### src/rtl/dma_cfg_pkg.sv
// Shared constants for the DMA channel programming initiator: register offsets,
// FSM state encoding and the fixed write/readback beat order.
package dma_cfg_pkg;

  localparam logic [7:0] INTR_OFS     = 8'h00;
  localparam logic [7:0] CONTROL_OFS  = 8'h04;
  localparam logic [7:0] IO_ADDR_OFS  = 8'h08;
  localparam logic [7:0] MEM_ADDR_OFS = 8'h0C;

  typedef enum logic [2:0] {
    IDLE    = 3'd0,
    WRITE   = 3'd1,
    RD_REQ  = 3'd2,
    RD_WAIT = 3'd3,
    DONE    = 3'd4
  } cfg_state_e;

  // Control goes last because writing it arms the channel.
  function automatic logic [7:0] beat_ofs(input logic [1:0] idx);
    case (idx)
      2'd0:    return IO_ADDR_OFS;
      2'd1:    return MEM_ADDR_OFS;
      2'd2:    return INTR_OFS;
      default: return CONTROL_OFS;
    endcase
  endfunction

endpackage

### src/rtl/dma_cfg_initiator_if.sv
// Simple register bus between the DMA programming initiator and the channel
// register block: one strobe, a write enable, address and both data paths.
interface dma_cfg_initiator_if #(
  parameter int unsigned ADDR_WIDTH = 32,
  parameter int unsigned DATA_WIDTH = 32
);
  logic                  valid;
  logic                  wr_en;
  logic [ADDR_WIDTH-1:0] addr;
  logic [DATA_WIDTH-1:0] wdata;
  logic [DATA_WIDTH-1:0] rdata;

  modport master (output valid, wr_en, addr, wdata, input rdata);
  modport slave  (input valid, wr_en, addr, wdata, output rdata);
endinterface

### src/rtl/dma_cfg_rdcheck.sv
// Readback comparator with a sticky error flag; remembers only the address of
// the first mismatching register of a job.
module dma_cfg_rdcheck #(
  parameter int unsigned ADDR_WIDTH = 32,
  parameter int unsigned DATA_WIDTH = 32
) (
  input  logic                  clk,
  input  logic                  reset,
  input  logic                  clr,
  input  logic                  chk,
  input  logic [ADDR_WIDTH-1:0] addr,
  input  logic [DATA_WIDTH-1:0] rdata,
  input  logic [DATA_WIDTH-1:0] exp_data,
  output logic                  err,
  output logic [ADDR_WIDTH-1:0] err_addr
);

  always_ff @(posedge clk or negedge reset) begin
    if (!reset) begin
      err      <= 1'b0;
      err_addr <= '0;
    end else if (clr) begin
      err      <= 1'b0;
      err_addr <= '0;
    end else if (chk && !err && (rdata != exp_data)) begin
      err      <= 1'b1;
      err_addr <= addr;
    end
  end

endmodule

### src/rtl/dma_cfg_initiator.sv
// Programs one DMA channel register block from a ready/valid job.
// Readback checking is built only when DMA_CFG_READBACK_EN is defined.
//
// state   | meaning
// IDLE    | job_ready=1, waiting for a job
// WRITE   | four write beats, one per cycle
// RD_REQ  | single-cycle read strobe for the current beat
// RD_WAIT | RD_LAT idle cycles, rdata compared on the last one
// DONE    | one-cycle done pulse, bus idle
module dma_cfg_initiator
  import dma_cfg_pkg::*;
#(
  parameter int unsigned           ADDR_WIDTH = 32,
  parameter int unsigned           DATA_WIDTH = 32,
  parameter logic [ADDR_WIDTH-1:0] BASE_ADDR  = 'h400,
  parameter int unsigned           RD_LAT     = 1
) (
  input  logic                   clk,
  input  logic                   reset,
  input  logic                   job_valid,
  output logic                   job_ready,
  input  logic [DATA_WIDTH-1:0]  job_intr,
  input  logic [DATA_WIDTH-1:0]  job_control,
  input  logic [DATA_WIDTH-1:0]  job_io_addr,
  input  logic [DATA_WIDTH-1:0]  job_mem_addr,
  output logic                   busy,
  output logic                   done,
  output logic                   err,
  output logic [ADDR_WIDTH-1:0]  err_addr,
  dma_cfg_initiator_if.master    bus
);

  localparam logic [2:0] ST_IDLE    = IDLE;
  localparam logic [2:0] ST_WRITE   = WRITE;
  localparam logic [2:0] ST_DONE    = DONE;
`ifdef DMA_CFG_READBACK_EN
  localparam logic [2:0] ST_RD_REQ  = RD_REQ;
  localparam logic [2:0] ST_RD_WAIT = RD_WAIT;
`endif

  logic [2:0]            state;
  logic [1:0]            beat;
  logic [1:0]            next_beat;
  logic                  accept;
  logic [DATA_WIDTH-1:0] snap_intr;
  logic [DATA_WIDTH-1:0] snap_control;
  logic [DATA_WIDTH-1:0] snap_io;
  logic [DATA_WIDTH-1:0] snap_mem;
  logic [DATA_WIDTH-1:0] next_word;
`ifdef DMA_CFG_READBACK_EN
  logic [1:0]            lat_cnt;
`endif

  function automatic logic [ADDR_WIDTH-1:0] beat_addr(input logic [1:0] idx);
    return BASE_ADDR + ADDR_WIDTH'(beat_ofs(idx));
  endfunction

  assign job_ready = (state == ST_IDLE);
  assign accept    = job_ready & job_valid;
  assign next_beat = beat + 2'd1;

  always_comb begin
    next_word = snap_io;
    case (next_beat)
      2'd1:    next_word = snap_mem;
      2'd2:    next_word = snap_intr;
      2'd3:    next_word = snap_control;
      default: next_word = snap_io;
    endcase
  end

  always_ff @(posedge clk or negedge reset) begin
    if (!reset) begin
      state        <= ST_IDLE;
      beat         <= 2'd0;
      busy         <= 1'b0;
      done         <= 1'b0;
      bus.valid    <= 1'b0;
      bus.wr_en    <= 1'b0;
      bus.addr     <= '0;
      bus.wdata    <= '0;
      snap_intr    <= '0;
      snap_control <= '0;
      snap_io      <= '0;
      snap_mem     <= '0;
`ifdef DMA_CFG_READBACK_EN
      lat_cnt      <= 2'd0;
`endif
    end else begin
      done <= 1'b0;
      case (state)
        ST_IDLE: begin
          if (accept) begin
            snap_intr    <= job_intr;
            snap_control <= job_control;
            snap_io      <= job_io_addr;
            snap_mem     <= job_mem_addr;
            state        <= ST_WRITE;
            beat         <= 2'd0;
            busy         <= 1'b1;
            // First beat comes straight from the job port; the snapshot lands this same edge.
            bus.valid    <= 1'b1;
            bus.wr_en    <= 1'b1;
            bus.addr     <= beat_addr(2'd0);
            bus.wdata    <= job_io_addr;
          end
        end
        ST_WRITE: begin
          if (beat != 2'd3) begin
            beat      <= next_beat;
            bus.addr  <= beat_addr(next_beat);
            bus.wdata <= next_word;
          end else begin
`ifdef DMA_CFG_READBACK_EN
            state     <= ST_RD_REQ;
            beat      <= 2'd0;
            bus.wr_en <= 1'b0;
            bus.addr  <= beat_addr(2'd0);
`else
            state     <= ST_DONE;
            bus.valid <= 1'b0;
            bus.wr_en <= 1'b0;
            done      <= 1'b1;
`endif
          end
        end
`ifdef DMA_CFG_READBACK_EN
        ST_RD_REQ: begin
          bus.valid <= 1'b0;
          lat_cnt   <= 2'(RD_LAT - 1);
          state     <= ST_RD_WAIT;
        end
        ST_RD_WAIT: begin
          if (lat_cnt != 2'd0) begin
            lat_cnt <= lat_cnt - 2'd1;
          end else if (beat != 2'd3) begin
            beat      <= next_beat;
            bus.valid <= 1'b1;
            bus.addr  <= beat_addr(next_beat);
            state     <= ST_RD_REQ;
          end else begin
            state <= ST_DONE;
            done  <= 1'b1;
          end
        end
`endif
        ST_DONE: begin
          state <= ST_IDLE;
          busy  <= 1'b0;
        end
        default: begin
          state     <= ST_IDLE;
          busy      <= 1'b0;
          bus.valid <= 1'b0;
          bus.wr_en <= 1'b0;
        end
      endcase
    end
  end

`ifdef DMA_CFG_READBACK_EN
  logic                  rd_chk;
  logic [DATA_WIDTH-1:0] cur_word;

  // Address still holds the read address during RD_WAIT, so it doubles as err_addr source.
  assign rd_chk = (state == ST_RD_WAIT) && (lat_cnt == 2'd0);

  always_comb begin
    cur_word = snap_io;
    case (beat)
      2'd1:    cur_word = snap_mem;
      2'd2:    cur_word = snap_intr;
      2'd3:    cur_word = snap_control;
      default: cur_word = snap_io;
    endcase
  end

  dma_cfg_rdcheck #(
    .ADDR_WIDTH (ADDR_WIDTH),
    .DATA_WIDTH (DATA_WIDTH)
  ) u_rdcheck (
    .clk      (clk),
    .reset    (reset),
    .clr      (accept),
    .chk      (rd_chk),
    .addr     (bus.addr),
    .rdata    (bus.rdata),
    .exp_data (cur_word),
    .err      (err),
    .err_addr (err_addr)
  );
`else
  logic unused_rdata;

  assign err          = 1'b0;
  assign err_addr     = '0;
  assign unused_rdata = ^{bus.rdata, (RD_LAT > 4)};
`endif

endmodule
### src/flat_wrapper.sv
// flat-port wrapper written by rule: the top's interface ports become plain ports
module dma_cfg_initiator_flat import dma_cfg_pkg::*;
#(
  parameter int unsigned           ADDR_WIDTH = 32,
  parameter int unsigned           DATA_WIDTH = 32,
  parameter logic [ADDR_WIDTH-1:0] BASE_ADDR  = 'h400,
  parameter int unsigned           RD_LAT     = 1
)
  (clk, reset, job_valid, job_ready, job_intr, job_control, job_io_addr, job_mem_addr, busy, done, err, err_addr, bus_valid, bus_wr_en, bus_addr, bus_wdata, bus_rdata);
  dma_cfg_initiator_if #(.ADDR_WIDTH(ADDR_WIDTH), .DATA_WIDTH(DATA_WIDTH)) bus_i ();
  input  logic clk;
  input  logic reset;
  input  logic job_valid;
  output logic job_ready;
  input  logic [DATA_WIDTH-1:0] job_intr;
  input  logic [DATA_WIDTH-1:0] job_control;
  input  logic [DATA_WIDTH-1:0] job_io_addr;
  input  logic [DATA_WIDTH-1:0] job_mem_addr;
  output logic busy;
  output logic done;
  output logic err;
  output logic [ADDR_WIDTH-1:0] err_addr;
  output wire logic [$bits(bus_i.valid)-1:0] bus_valid;
  output wire logic [$bits(bus_i.wr_en)-1:0] bus_wr_en;
  output wire logic [$bits(bus_i.addr)-1:0] bus_addr;
  output wire logic [$bits(bus_i.wdata)-1:0] bus_wdata;
  input wire logic [$bits(bus_i.rdata)-1:0] bus_rdata;
  assign bus_valid = bus_i.valid;
  assign bus_wr_en = bus_i.wr_en;
  assign bus_addr = bus_i.addr;
  assign bus_wdata = bus_i.wdata;
  assign bus_i.rdata = bus_rdata;
  dma_cfg_initiator #(.ADDR_WIDTH(ADDR_WIDTH), .DATA_WIDTH(DATA_WIDTH), .BASE_ADDR(BASE_ADDR), .RD_LAT(RD_LAT)) u_core (.clk(clk), .reset(reset), .job_valid(job_valid), .job_ready(job_ready), .job_intr(job_intr), .job_control(job_control), .job_io_addr(job_io_addr), .job_mem_addr(job_mem_addr), .busy(busy), .done(done), .err(err), .err_addr(err_addr), .bus(bus_i));
endmodule
### config.mk
export PLATFORM = sky130hd
export DESIGN_NAME = dma_cfg_initiator_flat
export DESIGN_NICKNAME = d
export VERILOG_FILES = /design/src/rtl/dma_cfg_pkg.sv /design/src/rtl/dma_cfg_initiator_if.sv /design/src/rtl/dma_cfg_rdcheck.sv /design/src/rtl/dma_cfg_initiator.sv /design/src/flat_wrapper.sv
export SDC_FILE = /design/constraint.sdc
export NUM_CORES = 1
export LEC_CHECK = 0
export CAP_MARGIN = 20
export CORE_AREA = 2 2 145 147
export DETAILED_ROUTE_END_ITERATION = 6
export DIE_AREA = 0 0 147 149
export PLACE_DENSITY = 0.76
export SLEW_MARGIN = 25
export SYNTH_ARGS = -nofsm -noshare
export SYNTH_HDL_FRONTEND = slang
export SYNTH_SLANG_ARGS = --single-unit
### constraint.sdc
create_clock -name clk -period 1.7 [get_ports clk]
set_input_delay 0.51 -clock clk [delete_from_list [all_inputs] [get_ports clk]]
set_output_delay 0.51 -clock clk [all_outputs]
set_load 0.01 [all_outputs]
# == Yosys cells after proc, flatten, opt, wreduce, memory -nomap -nowiden ==
# Cells that the tools add are included.
# word_totals
inputBits,163
output_inout_bits,102
wordCells,55
regBits,200
# classes
reduce_logical,8
eq_ne,9
mux,22
addsub,2
bitwise,3
# ops
operator,count
32-bit two-way mux,4
32-bit case mux with 2 select lines,2
32-bit case mux with 3 select lines,1
8-bit two-way mux,2
11-bit by 8-bit adder with 12-bit output (first input constant),1
4-bit case mux with 3 select lines,1
3-bit two-way mux,2
2-bit != test (second input constant),3
3-bit case mux with 2 select lines,1
2-bit AND reduction,3
3-bit AND reduction,2
2-bit == test (second input constant),2
1-bit two-way mux,4
2-bit two-way mux,2
2-bit case mux with 2 select lines,1
3-bit by 1-bit == test with 1-bit output (second input constant),1
3-bit == test (second input constant),1
3-bit zero test,1
1-bit case mux with 3 select lines,1
2-bit by 1-bit adder with 2-bit output (second input constant),1
2-bit by 1-bit == test with 1-bit output (second input constant),1
2-bit zero test,1
2-bit by 1-bit != test with 1-bit output (second input constant),1
1-bit inverter,2
3 further kinds,3

# == Longest topological paths before layout ==
# Gate-level depths: netlist of run 1.
# depth
word_depth,8
mapped_depth,7
mapped_depth_nobuf,5

# == Worst setup path after synthesis of run 1 ==
# No wires, ideal clock.
# synth_timing
path_type,register -> register
start,register u_core.bus.addr[2] (netlist name)
end,register u_core.bus.wdata[10]
arrival_ps,1584
n_path_buf,2
setup_slack_ps,-10
required_ps,1574
setup_time_ps,126
stages_incl_launch_ff,7
cell_sequence,dfrtp_1 > ha_1 > nand2b_1 > buf_2 > clkbuf_1 > o21a_1 > o32a_1
# synth_rtl
item,line_no,rtl
end signal: assignment,dma_cfg_initiator.sv:105,bus.wdata <= job_io_addr;
end signal: assignment,dma_cfg_initiator.sv:112,bus.wdata <= next_word;
end: declaration,dma_cfg_initiator_if.sv:13,"modport master (output valid, wr_en, addr, wdata, input rdata);"

==> results of run 1 <==
-- cells in the final DEF, fill, tap and decap left out, types with 8 or more instances in the layout --
master | synthesis | final
dfrtp_1 | 169 | 166
clkdlybuf4s50_1 | 0 | 128
mux2_4 | 100 | 100
conb_1 | 1 | 62
dlygate4sd2_1 | 0 | 39
inv_1 | 37 | 35
o21a_1 | 32 | 32
o32a_1 | 32 | 32
mux2_2 | 28 | 28
a22oi_2 | 0 | 27
buf_12 | 11 | 26
a21oi_1 | 33 | 25
buf_4 | 65 | 24
a221oi_1 | 32 | 22
clkbuf_16 | 0 | 19
a221oi_2 | 0 | 10
a21oi_2 | 0 | 8
-- registers in the layout (all words and copies together) (netlist names) --
register             count
u_core.bus.wdata        32
u_core.snap_control     32
u_core.snap_intr        32
u_core.snap_io          32
u_core.snap_mem         32
u_core.bus.addr          3
u_core.state             2
u_core.beat              1
u_core.bus.wr_en         1
u_core.busy              1
u_core.done              1
-- routing by layer --
layer	share of wire, %	wire, um	vias to the layer above	track usage [%]
li1	-	-	2578	-
met1	42	9030	2911	24.1
met2	50	10600	206	32.7
met3	6.3	1350	35	5.17
met4	2.0	418	2	5.67
met5	0.061	13	-	0
-- power by group --
part,switching (W),internal [W]
Clock,0.00160,0.00216
Sequential,0.00139,0.00614
Combinational,0.00469,0.00647
Total,0.00768,0.0148
-- cell families (layout without fill, tap and decap cells) --
group / after synthesis / after routing / share of synthesized area, %
compound gates: 171 / 171 / 15.5
buf+inv: 151 / 293 / 12.3
fa+ha+maj: 5 / 5 / 0.730
flops: 169 / 169 / 49.3
other cells: 1 / 63 / 0.0437
simple gates: 11 / 11 / 0.905
mux: 128 / 128 / 21.2
-- metrics by stage --
step,setup TNS (ns),util [%],instance area (sq um),hold WS [ns]
after floorplan,-0.295,-,8800,0.214
after global placement,-54.87,51.8,10600,0.429
after detailed placement,-63.60,51.8,10600,0.436
after CTS,-0.00836,54.5,11200,0.487
after global routing,-0.0798,56.1,11500,0.516
final,0,56.1,11500,0.486
-- repair_timing --
action | in CTS | in global routing
pin swaps | 0 | 3
endpoints found under the hold margin | 26 | 0
setup endpoints to repair | 60 | 33
gates cloned | 0 | 2
hold buffers | 1 | 0
buffers inserted | 0 | 2
gates resized for setup | 53 | 52
-- worst paths after layout --
path,startpoint,to
min,u_core.busy$_DFFE_PN0P_,u_core.busy$_DFFE_PN0P_
min in group asynchronous,reset,u_core.busy$_DFFE_PN0P_
max,u_core.bus.addr[2]$_DFFE_PN0P_,u_core.bus.wdata[26]$_DFFE_PN0P_
max reg2reg,u_core.bus.addr[2]$_DFFE_PN0P_,u_core.bus.wdata[26]$_DFFE_PN0P_
max in group asynchronous,reset,u_core.snap_intr[12]$_DFFE_PN0P_
min reg2reg,u_core.busy$_DFFE_PN0P_,u_core.busy$_DFFE_PN0P_
-- final cells by class --
| cell class | count | area share (%) |
|---|---|---|
| Timing Repair Buffer | 226 | 21.2 |
| Sequential cell | 169 | 36.7 |
| Antenna cell | 1 | 0.0217 |
| Clock buffer | 20 | 3.79 |
| Multi-Input combinational cell | 377 | 33.0 |
| Clock inverter | 10 | 1.04 |
| Inverter | 37 | 1.21 |
| Tap cell | 275 | 2.99 |
-- critical path: cells and delay by family (launching register included) --
family	cells	cell delay, ns
compound gates	3	0.57
flops	1	0.44
buf+inv	2	0.33
fa+ha+maj	1	0.20
==> impl_metrics.tcl, run 1 <==
set metrics [dict create \
    yosys.area.top_type_share_pct 49.3 \
    grt_pass1_vias 6056 \
    reg2reg_depth 6 \
    cts.sinks 169 \
    end_kind "register" \
    fin_worst_skew_ns 0.0120 \
    setup_ws_ns 0.0404 \
    synth_area_leaders "dfrtp_1 (49%), mux2_4 (18%), buf_4 (5.7%)" \
    start_util_pct 41.7 \
    yosys_most_used_dff "dfrtp_1" \
    synth_edf_count 0 \
    route.vias.total 5732 \
    maxSlewViolCount 0 \
    synth_cells 636 \
    syn_area_per_cell_sq_um 13.5 \
    synth.most_common_cell "dfrtp_1" \
    setup_viol 0 \
    rrSetupSlack_ns 0.04 \
    crit_type "reg -> reg" \
    fin_crit_ns 1.66 \
    route.detailed.drc 0 \
    row_count 53 \
    routedWlPerCell_um 19.2 \
    routed_wl_um 21400 \
    crit_fanout 8 \
    hold_path.class "reg -> reg" \
    drt_iter0_drc 288 \
    core-area_sq_um 20600 \
    ff_latch_area_sq_um 4230 \
    fin_crit_sh_pct 97.6 \
    die-area_sq_um 21900 \
    cp_cell_sequence "buf_6, ha_4, clkbuf_16, a22oi_2, a221oi_1, o32a_1" \
    cts_root_buffer "clkbuf_16" \
    clkTransAtPathRegs_ns 0.07 \
    nNetsFinal 996 \
    ys_async_sr_fraction_pct 100 \
    die_x_um 147 \
    place_hpwl_um 14100 \
    synth_common_cells "dfrtp_1 (169), mux2_4 (100), buf_4 (65)" \
    syn_area_sq_um 8570 \
    ios 265 \
    first_pass_iters 6 \
    fillers 1683 \
    area_delta_synth_final_pct 34.4 \
    cts_tree "done" \
    rsz0062_at_grt "yes" \
    ir_drop_mv 0.839 \
    yosysSeqAreaShare_pct 49.3 \
    status "finished clean" \
    whs_path_depth 1 \
    p_leak_nw 5.01 \
    critPathRequiredTime_ns 2.01 \
    cp_slowest_cell "dfrtp_2" \
    dieHeight_um 149 \
    portBuffers 170 \
    detail-route-antenna-nets 0 \
    htreeDepth 4 \
    ys_warn_count 0 \
    netlist-cell-type-count 27 \
    routed_via_density 5.14 \
    multi_input_area_sq_um 3800 \
    dp_cells 1079 \
    hold_viol 0 \
    overflow 0 \
    antenna_found_initial 2 \
    cts_buffers 17 \
    grt_pass1_wl_um 32700 \
    p_total_w 0.0224 \
    synth-seq-cells 169 \
    synth_area_leader_cell "dfrtp_1" \
    grt_max_degree 43 \
    cp_slowest_stage_delay_ns 0.44 \
    gp_congestion 0.782 \
    post-place-ws_ns -0.503 \
    drive_gt1_share_pct 32.4 \
    clk-insertion-delay-late_ns 0.42 \
    pwr_density_cell_nw_per_um2 1950 \
    clock_path_buffers 2 \
    cap_violations 0 \
    final_cells 1115 \
    fmax_ghz 0.603 \
    grt_use_total_pct 19.2 \
    worstPathArrival_ns 1.96 \
    start_kind "register" \
]
(Power assumes the default switching activity.)
==> inputs of run 2 (changes only) <==
- CTS_BUF_LIST: default -> sky130_fd_sc_hd__clkbuf_16
- SLEW_MARGIN: 25 -> 30
==> run 2 against run 1 <==
Net effect: cell area is the same; cell count unchanged; clock skew about the same; flip-flop and latch count did not move; register-to-register slack hardly changed; critical path depth stayed put; hold slack got worse by 0.0013 ns; power shrank 0.16%; global-route usage hardly changed; first-iteration DRC count decreased by 11%; critical endpoint unchanged; largest power group unchanged.
==> impl_metrics.tcl, run 2 (synthesized netlist as in run 1, its figures left out) <==
set metrics [dict create \
    status "finished clean" \
    cp_slowest_stage_delay_ns 0.44 \
    dieHeight_um 149 \
    grt_pass1_wl_um 32700 \
    worstPathArrival_ns 1.96 \
    timing.critical_path.buf_inv 2 \
    cap_violations 0 \
    die_x_um 147 \
    place_hpwl_um 14100 \
    detail-route-antenna-nets 0 \
    maxSlewViolCount 0 \
    crit_type "reg -> reg" \
    p_leak_nw 5.02 \
    clk-insertion-delay-late_ns 0.42 \
    cts_buffers 17 \
    crit_family "compound AO/OA/AOI/OAI gates" \
    fin_worst_skew_ns 0.0116 \
    rrSetupSlack_ns 0.04 \
    min-delay-start "u_core.busy$_DFFE_PN0P_" \
    route.detailed.drc 0 \
    setup_viol 0 \
    antenna_found_initial 2 \
    final_cells 1115 \
    cts.sinks 169 \
    core-area_sq_um 20600 \
    rsz0062_at_grt "yes" \
    cts_tree "done" \
    cp_cell_sequence "buf_6, ha_4, clkbuf_16, a22oi_2, a221oi_1, o32a_1" \
    crit_fanout 8 \
    grt_max_degree 43 \
    fin_crit_sh_pct 97.5 \
    pwr_density_cell_nw_per_um2 1940 \
    whs_path_depth 1 \
    clkTransAtPathRegs_ns 0.07 \
    fmax_ghz 0.603 \
    die-area_sq_um 21900 \
    route.vias.total 5737 \
    place_area_sq_um 10600 \
    dp_cells 1079 \
    clock_path_buffers 2 \
    cts_root_buffer "clkbuf_16" \
    end_kind "register" \
    portBuffers 170 \
    nNetsFinal 996 \
    cp_slowest_cell "dfrtp_2" \
    fillers 1684 \
    hold_path_end "u_core.busy$_DFFE_PN0P_" \
    drive_gt1_share_pct 32.4 \
    gp_congestion 0.782 \
    overflow 0 \
    routed_via_density 5.15 \
    hold_viol 0 \
    r2r-end "u_core.bus.wdata[26]$_DFFE_PN0P_" \
    drt_iter0_drc 256 \
    htreeDepth 4 \
    hold_path.class "reg -> reg" \
    first_pass_iters 4 \
    start_util_pct 41.7 \
    row_count 53 \
    routedWlPerCell_um 19.2 \
    ir_drop_mv 0.837 \
    multi_input_area_sq_um 3800 \
    reg2reg_depth 6 \
    ff_latch_area_sq_um 4230 \
    r2r_start "u_core.bus.addr[2]$_DFFE_PN0P_" \
    start_kind "register" \
    postLayoutCellArea_sq_um 11500 \
    grt_pass1_vias 6052 \
    fin_crit_ns 1.66 \
    final_cell_mix "dfrtp_1 (166), clkdlybuf4s50_1 (128), mux2_4 (100)" \
    grt_use_total_pct 19.2 \
    area_delta_synth_final_pct 34.4 \
    final_common_cell "dfrtp_1" \
    ios 265 \
    critPathRequiredTime_ns 2.01 \
    tns_ns 0 \
    final_core_util_pct 56.1 \
    routed_wl_um 21400 \
]
==> run 2: changes by cell type in the layout (fill, tap and decap cells not counted) <==
cell,delta
clkbuf_1,-3
inv_1,+3
==> run 2: per-stage QoR <==
step                      setup slack (ns)  total power (W)  hold slack, ns
after floorplan                   -0.00983           0.0143           0.214
after global placement              -0.446           0.0177           0.429
after detailed placement            -0.503           0.0180           0.436
after CTS                         -0.00466           0.0216           0.487
after global routing               -0.0267           0.0237           0.516
final                               0.0419           0.0224           0.485
==> run 2: how the worst max path moves through the flow <==
stage / start / to / slack [ns] / depth (start not counted)
2_1_floorplan: u_core.bus.addr[2]$_DFFE_PN0P_ / u_core.bus.wdata[10]$_DFFE_PN0P_ / -0.01 / 6
3_3_place_gp: job_valid / u_core.bus.addr[10]$_DFFE_PN0P_ / -0.45 / 6
3_5_place_dp: job_valid / u_core.bus.addr[10]$_DFFE_PN0P_ / -0.50 / 6
4_1_cts: u_core.bus.addr[2]$_DFFE_PN0P_ / u_core.bus.wdata[14]$_DFFE_PN0P_ / -0.005 / 6
5_1_grt: u_core.beat[1]$_DFFE_PN0P_ / u_core.bus.wdata[26]$_DFFE_PN0P_ / -0.03 / 6
6_report: u_core.bus.addr[2]$_DFFE_PN0P_ / u_core.bus.wdata[26]$_DFFE_PN0P_ / 0.04 / 6
==> run 2: power by group <==
group | internal [W] | switching [W] | leakage, nW | total, W
clock | 0.00214 | 0.00159 | 0.279 | 0.00373
combinational | 0.00647 | 0.00467 | 2.76 | 0.0111
sequential | 0.00614 | 0.00140 | 1.98 | 0.00753
==> run 2: area by class of cell <==
cell class,instances,area share (%)
flip-flops and latches,169,36.7
multi-input cells,377,33.0
repair buffers,226,21.2
clock buffers,17,3.69
well taps,275,2.99
inverters,37,1.21
clock inverters,13,1.14
diodes,1,0.0217
==> run 2: worst reg2reg max path, delay by kind of cell (launching register included) <==
| family | cells | cell delay (ns) |
|---|---|---|
| compound gates | 3 | 0.58 |
| fa+ha+maj | 1 | 0.20 |
| buf+inv | 2 | 0.33 |
| flops | 1 | 0.44 |
==> run 2: repair_timing <==
action	4_1_cts	5_1_grt
hold buffers	1	0
pin swaps	0	3
gates resized for setup	52	53
cloned	0	2
buffers inserted	0	2
endpoints found under the setup margin	60	33
hold endpoints to repair	26	0
==> run 2: routing by layer <==
layer / part of all wire, % / wire [um] / global-route usage (%)
met4: 1.7 / 355 / 5.67
met1: 41 / 8840 / 24.1
met3: 6.8 / 1440 / 5.17
met2: 50 / 10700 / 32.8
met5: 0.061 / 13 / 0
==> inputs of run 3 (changes only) <==
==> constraint.sdc (replaced) <==
create_clock -name clk -period 1.7 [get_ports clk]
set_input_delay 0.17 -clock clk [delete_from_list [all_inputs] [get_ports clk]]
set_output_delay 0.17 -clock clk [all_outputs]
set_load 0.01 [all_outputs]
==> run 3 against run 2 <==
Net effect: register-to-register slack barely moved; global-route usage rose by 0.62 points; non-clock buffer count fell by 4; first-iteration DRC count rose by 3.5%; sequential share of layout area rose by 0.45 points; clock skew barely moved; via count rose by 0.19%; combinational power barely moved; flip-flop and latch count did not move; cell area fell by 1.2%; clock power rose by 3%; largest power group unchanged; highest routed layer is now met4.
==> impl_metrics.tcl, run 3 (synthesized netlist as in run 1, its figures left out) <==
set metrics [dict create \
    detail-route-antenna-nets 0 \
    portBuffers 170 \
    fin_hold_ws_ns 0.258 \
    clkTransAtPathRegs_ns 0.07 \
    fillers 1690 \
    p_leak_nw 4.91 \
    core-area_sq_um 20600 \
    row_count 53 \
    area_delta_synth_final_pct 32.8 \
    hold_viol 0 \
    routedWlPerCell_um 19.3 \
    crit_fanout 17 \
    cts_root_buffer "clkbuf_16" \
    fin_crit_sh_pct 97.9 \
    p_total_w 0.0224 \
    final_common_cell "clkdlybuf4s50_1" \
    crit_type "reg -> reg" \
    final_cell_mix "clkdlybuf4s50_1 (168), dfrtp_1 (167), mux2_4 (100)" \
    grt_pass1_wl_um 33800 \
    pwr_density_cell_nw_per_um2 1970 \
    drt_iter0_drc 265 \
    setup_viol 0 \
    critPathRequiredTime_ns 2.01 \
    hold_path.class "in -> async" \
    final_core_util_pct 55.4 \
    grt_use_total_pct 19.8 \
    gp_congestion 0.813 \
    nNetsFinal 992 \
    die_x_um 147 \
    crit_family "compound AO/OA/AOI/OAI gates" \
    start_util_pct 41.7 \
    cap_violations 0 \
    fmax_ghz 0.601 \
    ir_drop_mv 0.905 \
    clock_path_buffers 2 \
    die-area_sq_um 21900 \
    grt_pass1_vias 6128 \
    start_kind "register" \
    fin_worst_skew_ns 0.0117 \
    rsz0062_at_grt "yes" \
    overflow 0 \
    rrSetupSlack_ns 0.04 \
    maxSlewViolCount 0 \
    first_pass_iters 4 \
    antenna_cells 0 \
    htreeDepth 4 \
    cp_cell_sequence "buf_4, ha_4, buf_12, a22oi_1, a221oi_1, o32a_1" \
    cts_buffers 17 \
    routed_wl_um 21400 \
    ios 265 \
    place_hpwl_um 14400 \
    cts.sinks 169 \
    cts_tree "done" \
    timing.critical_path.buf_inv 2 \
    drive_gt1_share_pct 29.5 \
    routed_via_density 5.17 \
    fin_crit_ns 1.66 \
    clk-insertion-delay-late_ns 0.42 \
    cp_slowest_cell "dfrtp_2" \
    status "finished clean" \
    antenna_found_initial 0 \
    dieHeight_um 149 \
    route.vias.total 5748 \
    worstPathArrival_ns 1.97 \
    route.detailed.drc 0 \
    cp_slowest_stage_delay_ns 0.44 \
    end_kind "register" \
    grt_max_degree 49 \
]
-- run 3: cell types whose count changed in the layout (fill, tap and decap cells not counted), moves of 2 or more --
| cell | change |
|---|---|
| clkdlybuf4s50_1 | +40 |
| dlygate4sd2_1 | -38 |
| a22oi_1 | +9 |
| a22oi_2 | -9 |
| a221oi_1 | +6 |
| a221oi_2 | -6 |
| a21oi_1 | +5 |
| a21oi_2 | -5 |
| buf_12 | -4 |
| buf_4 | +4 |
| buf_6 | -3 |
| clkinv_1 | +2 |
-- run 3: through the flow --
stage / setup TNS [ns] / worst slack (ns) / instance area (sq um) / instances
finish: 0 / 0.0357 / 11400 / 1112
global route: -0.0930 / -0.0262 / 11400 / 1112
CTS: 0 / 0.000491 / 11200 / 1111
detailed placement: -8.12 / -0.0945 / 10600 / 1077
global placement: -6.43 / -0.0784 / 10600 / 1077
floorplan: -0.295 / -0.00983 / 8800 / 697
-- run 3: report_power, final --
part	leakage, nW	internal, W	switching, W	total [W]
combinational	2.65	0.00646	0.00454	0.0110
sequential	1.98	0.00613	0.00139	0.00752
clock	0.282	0.00217	0.00168	0.00385
-- run 3: what timing repair did --
item                                    4_1_cts  5_1_grt
gates cloned                                  0        1
hold buffers                                  1        0
buffers inserted                              1        0
resized for setup                            10       23
pin swaps                                     0        1
hold endpoints to repair                     41        0
endpoints found under the setup margin        7       32
-- run 3: final cells by class --
type	instances	area, sq um	area share (%)
Sequential cell	169	4230	37.2
Multi-Input combinational cell	377	3700	32.5
Timing Repair Buffer	222	2390	21.0
Clock buffer	17	425	3.74
Tap cell	275	344	3.02
Clock inverter	15	151	1.33
Inverter	37	139	1.22
-- run 3: per-layer routing --
metal	part of all wire, %	global-route usage (%)	up-vias
met5	0	0	-
met4	1.4	5.48	0
met3	6.0	4.83	28
met2	50	33.7	210
met1	43	25.5	2933
li1	-	-	2577
-- run 3: worst paths after layout --
path,from,to,cells past startpoint
max,u_core.bus.addr[2]$_DFFE_PN0P_,u_core.bus.wdata[18]$_DFFE_PN0P_,6
min,reset,u_core.snap_mem[0]$_DFFE_PN0P_,2
max in group asynchronous,reset,u_core.snap_io[11]$_DFFE_PN0P_,3
min reg2reg,u_core.bus.addr[10]$_DFFE_PN0P_,u_core.bus.addr[10]$_DFFE_PN0P_,1
max reg2reg,u_core.bus.addr[2]$_DFFE_PN0P_,u_core.bus.wdata[18]$_DFFE_PN0P_,6
min in group clk,job_intr[28],u_core.snap_intr[28]$_DFFE_PN0P_,2
